File: config.mk
export PLATFORM = sky130hd
export DESIGN_NAME = ahb_burst_master
export DESIGN_NICKNAME = d
export VERILOG_FILES = /design/src/rtl/ahb_burst_master.sv
export SDC_FILE = /design/constraint.sdc
export NUM_CORES = 1
export LEC_CHECK = 0
export CAP_MARGIN = 20
export CORE_MARGIN = 2
export CORE_UTILIZATION = 40
export CTS_CLUSTER_SIZE = 28
export DETAILED_ROUTE_END_ITERATION = 8
export PLACE_DENSITY = 0.77
export SKIP_LAST_GASP = 1
export SLEW_MARGIN = 25
export SYNTH_ARGS = -nofsm -noshare
export SYNTH_HDL_FRONTEND = slang
export SYNTH_SLANG_ARGS = --single-unit
File: constraint.sdc
create_clock -name Hclk -period 2.7 [get_ports Hclk]
set_input_delay 0.81 -clock Hclk [delete_from_list [all_inputs] [get_ports Hclk]]
set_output_delay 0.81 -clock Hclk [all_outputs]
set_load 0.02 [all_outputs]
File: src/rtl/ahb_burst_master.sv
// ahb_burst_master: AHB-Lite master that turns simple commands into SINGLE/INCR
// bursts for the downstream AHB-to-APB bridge.
// Optional statistics counters are enabled with the macro AHB_MASTER_STATS_EN.
//
// Command handshake: a command transfers on a rising Hclk edge where
// cmd_valid && cmd_ready; cmd_ready is only high in IDLE, and the requester
// must hold the command fields stable while cmd_valid is high. Write data
// transfers on every edge where wr_ready is high (no back-pressure from the
// requester); read data is offered for one cycle on rd_valid.
module ahb_burst_master #(
  parameter int WIDTH   = 32,
  parameter int MAX_LEN = 16
) (
  input  logic             Hclk,
  input  logic             Hresetn,
  input  logic             cmd_valid,
  output logic             cmd_ready,
  input  logic             cmd_write,
  input  logic [WIDTH-1:0] cmd_addr,
  input  logic [4:0]       cmd_len,
  input  logic [2:0]       cmd_size,
  input  logic [WIDTH-1:0] wr_data,
  output logic             wr_ready,
  output logic [WIDTH-1:0] rd_data,
  output logic             rd_valid,
  output logic             err,
  output logic             busy,
  input  logic             Hready,
  input  logic [1:0]       Hresp,
  input  logic [WIDTH-1:0] Hrdata,
  output logic [1:0]       Htrans,
  output logic [2:0]       Hsize,
  output logic [WIDTH-1:0] Haddr,
  output logic             Hwrite,
  output logic [WIDTH-1:0] Hwdata,
`ifdef AHB_MASTER_STATS_EN
  input  logic             stats_clr,
  output logic [15:0]      beat_count,
  output logic [7:0]       err_count,
`endif
  output logic [1:0]       dbg_state
);

  typedef enum logic [1:0] {
    S_IDLE = 2'd0,
    S_ADDR = 2'd1,
    S_LAST = 2'd2,
    S_ERR  = 2'd3
  } state_t;

  localparam logic [1:0] TR_IDLE    = 2'b00;
  localparam logic [1:0] TR_NONSEQ  = 2'b10;
  localparam logic [1:0] TR_SEQ     = 2'b11;
  localparam logic [1:0] RESP_OKAY  = 2'b00;
  localparam logic [1:0] RESP_ERROR = 2'b01;

  localparam logic [WIDTH-1:0] ONE       = WIDTH'(1);
  localparam logic [4:0]       MAX_LEN_L = 5'(MAX_LEN);

  state_t             state_q;
  logic [1:0]         htrans_q;
  logic [WIDTH-1:0]   haddr_q;
  logic [2:0]         hsize_q;
  logic               hwrite_q;
  logic [WIDTH-1:0]   hwdata_q;
  logic [WIDTH-1:0]   rd_data_q;
  logic               rd_valid_q;
  logic               err_q;
  logic               busy_q;
  logic               cmd_ready_q;
  logic [4:0]         addr_cnt_q;
  logic [4:0]         data_cnt_q;
  // A data phase is outstanding on the bus (previous address phase accepted).
  logic               dphase_q;

  // Command normalisation: len 0 means one beat, long bursts clamp, size caps at word.
  logic [4:0]         len_d;
  logic [2:0]         size_d;
  logic [WIDTH-1:0]   start_addr_d;
  logic [WIDTH-1:0]   next_addr_d;
  logic               in_xfer;
  logic               err_hit;
  logic               addr_accept;

  assign len_d        = (cmd_len == 5'd0) ? 5'd1 :
                        (cmd_len > MAX_LEN_L) ? MAX_LEN_L : cmd_len;
  assign size_d       = (cmd_size > 3'd2) ? 3'd2 : cmd_size;
  assign start_addr_d = cmd_addr & ~((ONE << size_d) - ONE);
  assign next_addr_d  = haddr_q + (ONE << hsize_q);

  assign in_xfer     = (state_q == S_ADDR) || (state_q == S_LAST);
  // First cycle of a two-cycle ERROR response on the outstanding data phase.
  assign err_hit     = in_xfer && dphase_q && !Hready && (Hresp == RESP_ERROR);
  // In ADDR the bus always carries an active transfer, so Hready alone accepts it.
  assign addr_accept = (state_q == S_ADDR) && Hready;

  assign wr_ready  = addr_accept && hwrite_q;
  assign cmd_ready = cmd_ready_q;
  assign rd_data   = rd_data_q;
  assign rd_valid  = rd_valid_q;
  assign err       = err_q;
  assign busy      = busy_q;
  assign Htrans    = htrans_q;
  assign Hsize     = hsize_q;
  assign Haddr     = haddr_q;
  assign Hwrite    = hwrite_q;
  assign Hwdata    = hwdata_q;
  assign dbg_state = state_q;

  // Burst FSM: command accept, address/data phase pipelining, abort on ERROR.
  always_ff @(posedge Hclk) begin
    if (!Hresetn) begin
      state_q     <= S_IDLE;
      htrans_q    <= TR_IDLE;
      haddr_q     <= '0;
      hsize_q     <= 3'd0;
      hwrite_q    <= 1'b0;
      hwdata_q    <= '0;
      rd_data_q   <= '0;
      rd_valid_q  <= 1'b0;
      err_q       <= 1'b0;
      busy_q      <= 1'b0;
      cmd_ready_q <= 1'b1;
      addr_cnt_q  <= 5'd0;
      data_cnt_q  <= 5'd0;
      dphase_q    <= 1'b0;
    end else begin
      rd_valid_q <= 1'b0;
      err_q      <= 1'b0;
      case (state_q)
        S_IDLE: begin
          if (cmd_valid) begin
            state_q     <= S_ADDR;
            cmd_ready_q <= 1'b0;
            busy_q      <= 1'b1;
            htrans_q    <= TR_NONSEQ;
            haddr_q     <= start_addr_d;
            hsize_q     <= size_d;
            hwrite_q    <= cmd_write;
            addr_cnt_q  <= len_d;
            data_cnt_q  <= len_d;
          end
        end
        S_ADDR, S_LAST: begin
          if (err_hit) begin
            // Drop the pending address phase and every remaining beat.
            htrans_q <= TR_IDLE;
            state_q  <= S_ERR;
          end else if (Hready) begin
            if (dphase_q) begin
              data_cnt_q <= data_cnt_q - 5'd1;
              if (!hwrite_q && (Hresp == RESP_OKAY)) begin
                rd_data_q  <= Hrdata;
                rd_valid_q <= 1'b1;
              end
            end
            if (state_q == S_ADDR) begin
              dphase_q   <= 1'b1;
              addr_cnt_q <= addr_cnt_q - 5'd1;
              if (hwrite_q) begin
                hwdata_q <= wr_data;
              end
              if (addr_cnt_q == 5'd1) begin
                htrans_q <= TR_IDLE;
                state_q  <= S_LAST;
              end else begin
                haddr_q  <= next_addr_d;
                // A 1 KB boundary crossing restarts the burst as NONSEQ.
                htrans_q <= (next_addr_d[9:0] == 10'd0) ? TR_NONSEQ : TR_SEQ;
              end
            end else if (data_cnt_q == 5'd1) begin
              state_q     <= S_IDLE;
              dphase_q    <= 1'b0;
              busy_q      <= 1'b0;
              cmd_ready_q <= 1'b1;
            end
          end
        end
        S_ERR: begin
          if (Hready) begin
            err_q       <= 1'b1;
            state_q     <= S_IDLE;
            dphase_q    <= 1'b0;
            busy_q      <= 1'b0;
            cmd_ready_q <= 1'b1;
            htrans_q    <= TR_IDLE;
          end
        end
        default: begin
          state_q <= S_IDLE;
        end
      endcase
    end
  end

`ifdef AHB_MASTER_STATS_EN
  logic [15:0] beat_cnt_q;
  logic [7:0]  err_cnt_q;
  logic        beat_ok;
  logic        abort_ev;

  assign beat_ok    = in_xfer && dphase_q && Hready && (Hresp == RESP_OKAY);
  assign abort_ev   = (state_q == S_ERR) && Hready;
  assign beat_count = beat_cnt_q;
  assign err_count  = err_cnt_q;

  // Saturating beat/abort counters; clear has priority over counting.
  always_ff @(posedge Hclk) begin
    if (!Hresetn || stats_clr) begin
      beat_cnt_q <= 16'd0;
      err_cnt_q  <= 8'd0;
    end else begin
      if (beat_ok && (beat_cnt_q != 16'hFFFF)) begin
        beat_cnt_q <= beat_cnt_q + 16'd1;
      end
      if (abort_ev && (err_cnt_q != 8'hFF)) begin
        err_cnt_q <= err_cnt_q + 8'd1;
      end
    end
  end
`endif

endmodule

Word level (Yosys, flattened, before mapping)
Cells that the tools add are included.
Word-level totals
  register bits: 119
  output and inout bits: 109
  word-level logic and storage cells: 130
Cells by class
  $add $sub $neg: 4
  $lt $le $gt $ge: 2
  equal/unequal tests: 20
  shift-type cells: 2
  mux-type cells: 53
  bitwise operators: 7
  reduce and logical (&&, ||, !) cells: 28
Operators with widths (number)
  $mux 32: 5
  $pmux 32 s2: 1
  $shl 1x3->32 const A: 2
  $mux 5: 9
  $add 32x32->32: 1
  $and 32x32->32: 1
  $not 32->32: 1
  $sub 32x1->32 const B: 1
  $reduce_and 5->1: 6
  $mux 2: 12
  $pmux 5 s2: 2
  $mux 1: 18
  $ne 2x2->1 const B: 9
  $pmux 2 s3: 2
  $reduce_and 6->1: 2
  $eq 5x1->1 const B: 2
  $logic_not 10->1: 1
  $sub 5x1->5 const B: 2
  $ne 3x3->1 const B: 3
  $ne 4x4->1 const B: 2
  $logic_and 1x1->1: 6
  $pmux 1 s3: 2
  $gt 5x5->1 const B: 1
  $logic_not 5->1: 1
  14 further kinds: 24

Depth between registers and ports, before layout
  word-level depth: 9
  depth in mapped cells: 11

Worst setup path after synthesis
Ideal clock, no wire load.
  path type: register -> register
  start: reg hsize_q[0], in the netlist Hsize[0]
  end: reg haddr_q[22], in the netlist Haddr[22]
  library setup time: 0.138 ns
  arrival time: 2.613 ns
  slack: -0.050 ns
  cell stages (with the launch flop): 12
  path buffers: 2
  period minus slack after synthesis: 2.750 ns
  cell sequence: dfxtp_1 > clkbuf_1 > nor3_1 > ha_1 > fa_1 > a211oi_1 > nor3_1 > o21ai_0 > clkbuf_1 > o21ai_0 > a21oi_1 > a211oi_1
On the way
  cells in the longest elaborated chain, start to end: 7
Ends and longest elaborated chain
  from (decl): RTL line 63  | logic [2:0] hsize_q;
  from (signal assigned): RTL line 138  | hsize_q <= size_d;
  $shl 1x3->32: RTL line 89  | assign next_addr_d = haddr_q + (ONE << hsize_q);
  $add 32x32->32: RTL line 89
  $mux 32: RTL line 163  | if (addr_cnt_q == 5'd1) begin
  $mux 32: RTL line 157  | if (state_q == S_ADDR) begin
  $mux 32: RTL line 149  | end else if (Hready) begin
  $mux 32: RTL line 145  | if (err_hit) begin
  $pmux 32 s2: RTL line 130  | case (state_q)
  to (signal assigned): RTL line 137  | haddr_q <= start_addr_d;
  to (signal assigned): RTL line 167  | haddr_q <= next_addr_d;
  to (decl): RTL line 62  | logic [WIDTH-1:0] haddr_q;
Every way passes these cells. The select of a mux whose other input is x is not followed.
A chain may end at the register's enable or synchronous reset.

Worst setup path in the final report
  start: in Hready
  end: out wr_ready
On the way
  cells in the longest elaborated chain, start to end: 2
Ends and longest elaborated chain
  from (decl): RTL line 28  | input logic Hready,
  $logic_and 1x1->1: RTL line 95  | assign addr_accept = (state_q == S_ADDR) && Hready;
  $logic_and 1x1->1: RTL line 97  | assign wr_ready = addr_accept && hwrite_q;
  to (decl): RTL line 23  | output logic wr_ready,
Every way passes these cells.

==> results list <==
- Outcome: finished clean
- Dividing the final minimum period by the clock period gives between 90 and 100%.
- In this run the deepest clock path goes through 2 buffers.
* Remaining routing DRC violations: 0
* Dominant register cell in the synthesized netlist: dfxtp_1
* Max-Slew Margin vs Limit: approximately 64%
* Routed wire length per instance: 16.0 um
* Total of warnings raised by yosys: 0
* # rows: 44
* Reported max-cap violation count: 0
- TritonCTS buffer count: 17
* Count of flip-flops with a built-in enable after synthesis: 0
* Count of filler cells inserted in the layout: 1206
- The initial antenna violation count is 0.
- Netlist cell types: between 60 and 70
- Final Non-Filler Cells: around 1.2k
- Yosys top cell by area: dfxtp_1
* Static Leak: approximately 3.4 nW
- Cts-stage hold buffer count: 0
- Synth Area in XOR/XNOR: under 10%
- Most repeated cell in the gate-level netlist after synthesis: nand2_1
* Data arrival, critical path: 1.83 ns
- Post-synthesis instance area: 5810 um2
* Async set-reset flop share out of synthesis: 0%
- Sink Count: 119
- Number of violations reported at the end of detailed-routing iteration 0: between 400 and 500
- PD cells: about 740 nW/um2
- Post-Place Setup Slack: -0.237 ns
* Max frequency: around 380 MHz
- After detailed placement, the total cell area comes to ~8500 um2.
* Post-synthesis average cell area: about 7.8 um2
- Die area: 15500 um2
- The number of nets in the synthesized netlist is 874.
- In the post-synthesis netlist, the biggest area contributors are dfxtp_1, nand2_1, a21oi_1.
- Once detail routing completed, the nets flagged for antenna violations numbered 0.
- Die W: between 100 and 150 um
- Summing the sequential cell areas from Yosys gives between 40% and 50% of the chip area.
- Final setup violation count: 0
- Overall fraction of global-route tracks in use: between 20% and 30%
* Required time of the critical path: ~1.9 ns
- Post-route total power: ~0.0069 W
* Worst Max-Slew Pin Slew: about 0.53 ns
- Starting density of the core: about two fifths
- CP startpoint kind: input pin
* Post-synthesis mux area share: under 10%
- Drt first pass iters: 5
* Final setup slack of the worst path: 0.0566 ns
* Global-route wire length before repair: 30.4 mm
* Critical setup path kind: in2out
- Via count of the first global-routing pass: slightly above 6k
- The H-tree was split into 4 levels.
- After clock tree synthesis, the clock-pin slew on the worst setup and hold paths is approximately 0.050 ns.
- In this run, placement finished with an instance count of 1155.
* RePlAce Congestion: 0.887
* Clock tree from TritonCTS: built
- Chip height: about 120 um
- From synthesis to final layout, the design area changed by 59.4%.
- Setup repair after global routing left no endpoint under its margin.
* Synthesized instance count: 745
- The synthesized netlist devotes around a quarter of its cell area to simple gates.
- Summing the areas of all compound-gate instances in the mapped netlist gives roughly a quarter of the synthesized area.
* Share of synthesized cell area in full adder, half adder and majority cells: between 4 and 5%
* Count of antenna diodes in the layout: 0
- Pin count of the biggest net entering global routing: slightly below 80
- Clock skew after layout: between 0.005 and 0.006 ns
- Maximum vdd ir drop: ~0.49 mV
- Of all nets on the critical path, the largest fanout is 2.
- Via-to-Cell Ratio: ~5.3
- For the worst-skew pair, the clock arrives at the later sink with an insertion delay of between 0.4 and 0.5 ns.
- Share of Yosys cell area claimed by the top area cell type: between 40% and 50%
* Max-slew violation total from the final report: 0
- Top cells by instance count after synthesis: nand2_1, dfxtp_1, a21oi_1
- Share of post-route cells with drive strength above 1: 11.7%
- The worst hold path belongs to the class reg2reg.
- Clock tree root buffer cell: clkbuf_16
* Count of final hold-check violations: 0
* Total via count after detailed routing: 6339
* Largest family of logic cells by synthesized area: compound AO/OA/AOI/OAI gates
* Post-route cell area: around 9300 um2
- In this run the standard cell core region covers 14400 um2.
* Overall overflow remaining after global route: 0
- Wires add up to ~19 mm.
* Number of synthesized register bits: between 100 and 150
- Post-detailed-placement half-perimeter wirelength: between 10 and 15 mm
* Count of input and output buffers: about 220
- Element type at the critical path end: output port
- Post-layout min period: between 2 and 3 ns
- For this run, the post-layout net count is about 1.1k.
- For this design the top-level I/O count stands at 220.
==> kinds of logic (layout without fill, tap and decap cells) <==
kind of cell / after synthesis / count (layout)
AOI/OAI and AO/OA: 230 / 230
xor gates and xnor gates: 7 / 7
adders and majority gates: 18 / 18
buffers and inverters: 63 / 322
DFF: 119 / 119
muxes: 9 / 9
and+or+nand+nor: 299 / 299
==> placed cells by master (no fill, tap or decap), types with 5 or more instances in the layout <==
cell type / count
clkdlybuf4s50_1: 218
nor3_1: 13
o211ai_1: 6
o21ai_0: 33
nand2b_1: 5
clkbuf_16: 17
nor2_1: 36
a311oi_1: 7
a22oi_1: 6
nand3_1: 11
mux2i_1: 9
a31oi_1: 13
a21oi_1: 95
a211oi_1: 20
buf_12: 6
buf_4: 53
nand2_1: 175
and3_1: 14
ha_1: 14
o22ai_1: 8
dfxtp_1: 116
inv_1: 12
nor2b_1: 9
o21a_1: 5
==> metal layers <==
metal | GRT usage, % | share of wire (%) | vias up
met5 | 0 | 0 | -
met4 | 11.4 | 3.5 | 0
met3 | 5.24 | 4.1 | 44
met2 | 40.3 | 49 | 175
met1 | 29.9 | 43 | 2956
li1 | - | - | 3164
==> worst max-delay path, cell delays in order <==
cell and delay, ns:
clkdlybuf4s50_1 0.49, and3_1 0.18, dlygate4sd2_1 0.35
==> state kept, by name, indices dropped and copies added, names as in the netlist, 2 cells and up <==
name / flops
Htrans: 2
dbg_state: 2
rd_data: 32
Hsize: 3
addr_cnt_q: 5
data_cnt_q: 5
Hwdata: 32
Haddr: 32
==> layout make-up <==
cell class	count	area (um2)	area share, %
clock buffer	18	439	4.74
tap	184	230	2.49
timing repair buffer	278	2710	29.3
multi-input combinational	563	3260	35.2
clock inverter	13	180	1.95
sequential	119	2390	25.8
inverter	13	48.8	0.527
==> metrics by stage <==
step | utilization [%] | hold WS [ns] | TNS, ns
final | 64.4 | 0.451 | 0
after global routing | 64.4 | 0.469 | 0
after CTS | 63.8 | 0.453 | -0.0234
after detailed placement | 59.4 | 0.446 | -4.24
after global placement | 59.4 | 0.441 | -2.74
after floorplan | - | 0.491 | 0
==> final timing paths <==
check | slack (ns) | start | end | depth (start not counted)
setup / recovery | 0.06 | Hready | wr_ready | 3
setup reg to reg | 0.14 | Hsize[0] | Haddr[28] | 11
hold reg to reg | 0.45 | Hwdata[9] | Hwdata[9] | 2
hold / removal | 0.45 | Hwdata[9] | Hwdata[9] | 2
==> power breakdown <==
part           switching [W]  total [W]  internal (W)
registers           0.000233    0.00219       0.00196
logic                0.00119    0.00231       0.00112
clock network       0.000828    0.00238       0.00156
total                0.00225    0.00689       0.00463
==> what timing repair did <==
| action | CTS | global route |
|---|---|---|
| gates resized for setup | 3 | 19 |
| pin swaps | 0 | 1 |
| buffers inserted | 0 | 2 |
| endpoints found under the setup margin | 2 | 18 |
No activity file was read; power rests on OpenSTA's default activity.
